--- src/rtl/shift_sequencer_pkg.sv ---
// Shared definitions for the shift sequencer: state encoding, direction codes
// and the datapath width.
package shift_sequencer_pkg;

  localparam int DATA_W = 8;

  localparam logic DIR_RIGHT = 1'b0;
  localparam logic DIR_LEFT  = 1'b1;

  typedef enum logic [1:0] {
    IDLE  = 2'd0,
    SHIFT = 2'd1,
    DONE  = 2'd2
  } state_t;

endpackage

--- src/rtl/comb_shifter.sv ---
// Single-pass logical shifter, zero fill; n is limited to 0..7 by its width.
module comb_shifter
  import shift_sequencer_pkg::*;
(
  input  logic [DATA_W-1:0] a,
  input  logic [2:0]        n,
  input  logic              dir,
  output logic [DATA_W-1:0] y
);

  always_comb begin
    y = (dir == DIR_LEFT) ? (a << n) : (a >> n);
  end

endmodule

--- src/rtl/shift_sequencer.sv ---
// Multi-cycle shift engine: splits an arbitrary shift amount into passes of at
// most STEP_MAX through comb_shifter and returns the result on a valid/ready port.
module shift_sequencer
  import shift_sequencer_pkg::*;
#(
  parameter int STEP_MAX = 7,
  parameter int AMT_W    = 8
) (
  input  logic              clk,
  input  logic              rst_n,
  input  logic              in_valid,
  output logic              in_ready,
  input  logic [DATA_W-1:0] in_data,
  input  logic [AMT_W-1:0]  in_amt,
  input  logic              in_dir,
  output logic              out_valid,
  input  logic              out_ready,
  output logic [DATA_W-1:0] out_data,
  output logic [5:0]        out_steps,
  output logic              out_zero
);

  state_t              state;
  state_t              state_next;
  logic [AMT_W-1:0]    remaining;
  logic [AMT_W-1:0]    remaining_next;
  logic [DATA_W-1:0]   data;
  logic [DATA_W-1:0]   shifted;
  logic                dir;
  logic [5:0]          steps;
  logic [2:0]          step;

  comb_shifter u_shifter (
    .a   (data),
    .n   (step),
    .dir (dir),
    .y   (shifted)
  );

  // Clamp each pass to STEP_MAX; step never exceeds remaining, so no underflow.
  always_comb begin
    step = remaining[2:0];
    if (remaining > AMT_W'(STEP_MAX)) begin
      step = 3'(STEP_MAX);
    end
    remaining_next = remaining - {{(AMT_W-3){1'b0}}, step};
  end

  always_ff @(posedge clk or negedge rst_n) begin
    if (!rst_n) begin
      state <= IDLE;
    end else begin
      state <= state_next;
    end
  end

  always_comb begin
    state_next = state;
    unique case (state)
      IDLE: begin
        if (in_valid) begin
          state_next = (in_amt == '0) ? DONE : SHIFT;
        end
      end
      SHIFT: begin
        if (remaining_next == '0 || shifted == '0) begin
          state_next = DONE;
        end
      end
      DONE: begin
        if (out_ready) begin
          state_next = IDLE;
        end
      end
      default: state_next = IDLE;
    endcase
  end

  always_ff @(posedge clk or negedge rst_n) begin
    if (!rst_n) begin
      remaining <= '0;
      data      <= '0;
      dir       <= DIR_RIGHT;
      steps     <= '0;
    end else begin
      if (state == IDLE && in_valid) begin
        remaining <= in_amt;
        data      <= in_data;
        dir       <= in_dir;
        steps     <= '0;
      end else if (state == SHIFT) begin
        remaining <= remaining_next;
        data      <= shifted;
        // Pass count saturates rather than wrapping for tiny STEP_MAX.
        if (steps != 6'd63) begin
          steps <= steps + 6'd1;
        end
      end
    end
  end

  assign in_ready  = (state == IDLE);
  assign out_valid = (state == DONE);
  assign out_data  = data;
  assign out_steps = steps;
  assign out_zero  = (state == DONE) && (data == '0);

endmodule

--- config.mk ---
export PLATFORM = sky130hd
export DESIGN_NAME = shift_sequencer
export DESIGN_NICKNAME = d
export VERILOG_FILES = /design/src/rtl/shift_sequencer_pkg.sv /design/src/rtl/comb_shifter.sv /design/src/rtl/shift_sequencer.sv
export SDC_FILE = /design/constraint.sdc
export NUM_CORES = 1
export LEC_CHECK = 0
export ABC_AREA = 1
export CORE_MARGIN = 2
export CORE_UTILIZATION = 55
export CTS_CLUSTER_DIAMETER = 40
export DETAILED_ROUTE_END_ITERATION = 16
export DONT_BUFFER_PORTS = 1
export PLACE_DENSITY = 0.7
export SLEW_MARGIN = 20
export SYNTH_ARGS = -nofsm -noshare
export SYNTH_HDL_FRONTEND = slang
export SYNTH_SLANG_ARGS = --single-unit
export TNS_END_PERCENT = 100
--- constraint.sdc ---
create_clock -name clk -period 2.7 [get_ports clk]
set_clock_uncertainty 0.15 [all_clocks]
set_input_delay 0.135 -clock clk [delete_from_list [all_inputs] [get_ports clk]]
set_output_delay 0.135 -clock clk [all_outputs]
set_load 0.01 [all_outputs]
# After elaboration in Yosys (flattened, before gate mapping)
# Cells that the tools add are included.
# op_classes
mux,14
shifts,2
div_mod_pow,0
mul,0
bitwise_logic,0
n_reduce_logical,12
addsub,2
magnitude_cmp,1
n_eq_ne,6
# op_table
op,n
$mux W8,5
$logic_not A8 Y1,4
$mux W6,3
$gt A8 B3 Y1 const B,1
$mux W2,4
$shl A8 B3 Y8,1
$shr A8 B3 Y8,1
$sub A8 B3 Y8,1
$add A6 B1 Y6 const B,1
$ne A6 B6 Y1 const B,1
$pmux W2 S3,1
$ne A2 B2 Y1 const B,2
$reduce_bool A2 Y1,2
$mux W3,1
$reduce_and A3 Y1,1
$eq A2 B1 Y1 const B,1
$eq A2 B2 Y1 const B,1
$logic_and A1 B1 Y1,2
$logic_not A2 Y1,1
$ne A2 B1 Y1 const B,1
$reduce_and A2 Y1,1
$logic_or A1 B1 Y1,1
# totals
n_memories,0
mem_bits_ro,0
input_bits,21
ram_bits,0
latchBits,0
ff_bits,25

# Logic depth before layout (Yosys ltp)
# logic_depth
ltp_word,8
mapped_depth,16

# By module
# From an unflattened synthesis, not the netlist that was laid out.
# hier_totals
hier_cells,282
hier_area_um2,1934.4
# modules_own_cells
module,cells_per_inst,seq_area_each_um2,area_per_inst_um2,n_inst
shift_sequencer,194,625.6,1496.4,1
comb_shifter,88,0.0,437.9,1

# Worst setup path before layout
# No wires, ideal clock.
# synth_path
kind,register to register
startpoint,register remaining[5]
endpoint,register state[1]
n_path_buf,0
setup_time_ns,0.117
arrival_ns,1.717
path_stages_with_launch,14
path_slack_ns,0.716
cell_sequence,dfrtp_1 > nor2_4 > nand3_4 > nand2_1 > ha_1 > nand2_1 > nand2_1 > nor2_1 > xor2_1 > inv_1 > a21oi_1 > nand2_1 > nand3_1 > nand2_1
# synth_between
elab_chain_cells,8
elab_cells_between_ends,11
# synth_lines
item,line_no,text
from (decl),shift_sequencer.sv:25,logic [AMT_W-1:0] remaining;
from (signal assigned),shift_sequencer.sv:87,remaining <= in_amt;
from (signal assigned),shift_sequencer.sv:92,remaining <= remaining_next;
"parallel branches: the longest is 5 deep, another holds $gt A8 B3 Y1",--,
$logic_or A1 B1 Y1 (*),shift_sequencer.sv:66,if (remaining_next == '0 || shifted == '0) begin
$ne A2 B2 Y1 (no source line) (*),--,
$reduce_and A3 Y1 (no source line) (*),--,
to (signal assigned),shift_sequencer.sv:53,state <= state_next;
to (decl),shift_sequencer.sv:23,state_t state;
# Every way passes the cells marked *.
# A chain may end at the register's enable or synchronous reset.

# Final worst setup path
# layout_path
startpoint,register remaining[5]
endpoint,register remaining[6]
# layout_between
elab_chain_cells,5
# layout_lines
item,line_no,text
$gt A8 B3 Y1,shift_sequencer.sv:43,if (remaining > AMT_W'(STEP_MAX)) begin
$mux W3,shift_sequencer.sv:43,
$sub A8 B3 Y8 (*),shift_sequencer.sv:46,"remaining_next = remaining - {{(AMT_W-3){1'b0}}, step};"
$mux W8 (*),shift_sequencer.sv:91,end else if (state == SHIFT) begin
$mux W8 (*),shift_sequencer.sv:86,if (state == IDLE && in_valid) begin
# Every way passes the cells marked *; elsewhere a longest branch is shown, timed or not. The select of a mux whose other input is x is not followed.

==> flow_metrics.py <==
metrics = {
    "layout": {
        "num-fill-cells": 334,
        "multi_input_area_mm2": 0.00116,
        "nets": 341,
        "num_antenna_cells": 0,
        "regArea_um2": 628,
        "utilization": 0.671,
        "syn2layout_area_growth_pct": 16.5,
        "drive_above_1_share": 0.0978,
    },
    "placed_design": {
        "portBuffers": 0,
        "gp_congestion": 0.942,
        "dp_hpwl_um": 3840,
    },
    "drt": {
        "totalWireLength_um": 5300,
        "drc": 0,
        "via_per_inst": 5.67,
        "vias": 2058,
        "first_pass_iters": 4,
        "routedWlPerCell_um": 14.6,
        "drt_iter0_drc": 216,
        "final_antenna_net_count": 0,
    },
    "clocking": {
        "cts_tree": "built",
        "htreeDepth": 1,
        "insertion_delay_ps": 330,
        "clockRootBuffer": "clkbuf_4",
        "post_cts_buffers": 0,
        "path_clk_slew_ps": 140,
        "clockBufferDepth": 2,
        "cts_sinks": 25,
        "cts_made_buffers": 3,
    },
    "global_route": {
        "grt_pass1_wl_um": 8830,
        "antenna_found_initial": 0,
        "grt_pass1_vias": 1880,
        "grt.overflow.total": 0,
        "grt_max_degree": 26,
        "grt_util_all_layers": 0.275,
    },
    "sta": {
        "slew_viol_final": 0,
        "slew_headroom": 0.574,
        "timing.hold.ws_ps": 67.1,
        "worst_pin_slew_ps": 633,
        "period_needed_ps": 2520,
        "rsz0062_at_grt": "false",
        "finalSetupViolCount": 0,
        "fin_crit_sh": 0.934,
        "setup_tns_ps": 0,
        "clock.fmax_mhz": 397,
        "hold_viol_final": 0,
    },
    "setup_path": {
        "crit_fanout": 6,
        "r2r-start": "remaining[5]",
        "path_cells": "nor2_4 > nand3_4 > nand2_1 > ha_1 > nand2_1 > nand2_1 > nor2_1 > xor2_1 > inv_1 > o221ai_1 > dlygate4sd3_1",
        "crit_required_ps": 2780,
        "max_stage_delay_ps": 570,
        "reg2reg_slack_ps": 180,
        "cpMaxStageDelayCell": "dlygate4sd3_1",
        "end_kind": "flip-flop",
        "r2r_end": "remaining[6]",
        "critical_path.most_common_cell": "nand2_1",
        "rr_worst_depth": 11,
        "crit_type": "reg -> reg",
        "start_kind": "flip-flop",
        "crit_arrival_ps": 2600,
    },
    "floorplan": {
        "fp-row-count": 21,
        "ios": 38,
        "core-area_mm2": 0.00336,
        "dieHeight_um": 63.4,
        "die_x_um": 63.4,
        "die_area_mm2": 0.00401,
        "start_util": 0.576,
    },
    "yosys": {
        "postSynthCellCount": 292,
        "syn-cell-area_mm2": 0.00194,
        "synth_fp_nets": 315,
        "synthTopCellsByArea": "dfrtp_1 32%, nand2_1 20%, nand3_1 7.2%, nor2_1 7.0%, inv_1 5.6%",
        "synthFlopType": "dfrtp_1",
        "yosysMostFrequentCell": "nand2_1",
        "synth_area_leader_cell": "dfrtp_1",
        "ys_ff_latch": 25,
        "postSynthAreaPerCell_um2": 6.64,
        "ys_seq_area_frac": 0.323,
        "synth_edf_count": 0,
        "async_flop_share": 1.00,
        "synthDominantCellAreaShare": 0.323,
        "ys_warn_count": 0,
        "synth_cell_type_count": 34,
        "synth_top_cells_by_count": "102 x nand2_1, 36 x nor2_1, 29 x inv_1, 28 x nand3_1, 25 x dfrtp_1",
    },
    "hold_path": {
        "worst_hold_path_type": "in -> async",
    },
    "outcome": {
        "status": "completed",
    },
    "pwr": {
        "peakVddDrop_mv": 0.698,
        "p_leak_nw": 1.13,
        "power.density_mw_per_mm2": 1110,
    },
    "flow_run": {
        "drv_cap": 0,
    },
}
critical path: cells and delay by family (launching register included):
kind            cells  cell delay, ps
simple gates        6             700
buf+inv             2             660
xor+xnor            1             140
fa+ha+maj           1             200
compound gates      1              90
flops               1             480
cell families (layout without fill, tap and decap cells):
logic type / Yosys count / after routing / share of synthesized area
AO/OA/AOI/OAI: 31 / 31 / 0.114
buffers and inverters: 37 / 62 / 0.0807
adder cells (fa/ha/maj): 2 / 2 / 0.0129
XOR/XNOR: 2 / 2 / 0.00904
AND/OR/NAND/NOR: 195 / 195 / 0.460
flip-flops: 25 / 25 / 0.323
stage by stage:
| stage | instances | total power, W | setup WS (ps) | area (µm²) |
|---|---|---|---|---|
| 2_1_floorplan | 292 | 0.00188 | 716 | 1940 |
| 3_3_place_gp | 334 | 0.00218 | 438 | 1970 |
| 3_5_place_dp | 334 | 0.00217 | 412 | 1970 |
| 4_1_cts | 363 | 0.00246 | 127 | 2250 |
| 5_1_grt | 363 | 0.00273 | 48.3 | 2260 |
| 6_report | 363 | 0.00250 | 178 | 2260 |
timing repair:
action,4_1_cts,5_1_grt
endpoints found under the setup margin,0,1
gates resized for setup,0,4
hold buffers,25,0
endpoints found under the hold margin,45,0
per-layer routing:
metal,up-vias,track usage,share of wire
li1,1017,-,-
met1,934,0.369,0.42
met2,92,0.437,0.47
met3,15,0.0464,0.080
met4,0,0.122,0.029
met5,-,0,0
how the worst max path moves through the flow:
stage                      start           end  slack, ps  cells after the start
floorplan           remaining[5]      state[1]        720                     13
global placement        state[0]  out_steps[5]        440                      9
detailed placement      state[0]  out_steps[5]        410                      9
CTS                 remaining[5]  remaining[6]        130                     11
global route        remaining[5]  remaining[6]         50                     11
finish              remaining[5]  remaining[6]        180                     11
registers in the layout (all words and copies together), names as in the netlist:
register / cells
dir: 1
state: 2
out_steps: 6
out_data: 8
remaining: 8
placed cells by master, fill, tap and decap left out, types with 2 or more instances in the layout:
| cell type | n |
|---|---|
| nand2_1 | 101 |
| nor2_1 | 36 |
| inv_1 | 28 |
| nand3_1 | 28 |
| dlygate4sd3_1 | 24 |
| dfrtp_1 | 23 |
| o221ai_1 | 9 |
| nor2_2 | 7 |
| o211ai_1 | 6 |
| a21oi_1 | 6 |
| o21ai_0 | 5 |
| nor2_4 | 4 |
| inv_2 | 4 |
| nand2_2 | 4 |
| nand4_1 | 4 |
| nor3_1 | 3 |
| clkbuf_4 | 3 |
| nor4_1 | 2 |
| ha_1 | 2 |
| dfrtp_2 | 2 |
where the power goes:
group	switching, W	internal, W
combinational	0.000956	0.000545
clock	0.000118	0.0000581
sequential	0.000280	0.000545
layout make-up:
type / instances / area share
flip-flops and latches: 25 / 0.278
inverters: 33 / 0.0560
well taps: 46 / 0.0255
multi-input cells: 230 / 0.513
repair buffers: 25 / 0.115
clock buffers: 4 / 0.0116
No activity file was read; power rests on OpenSTA's default activity.
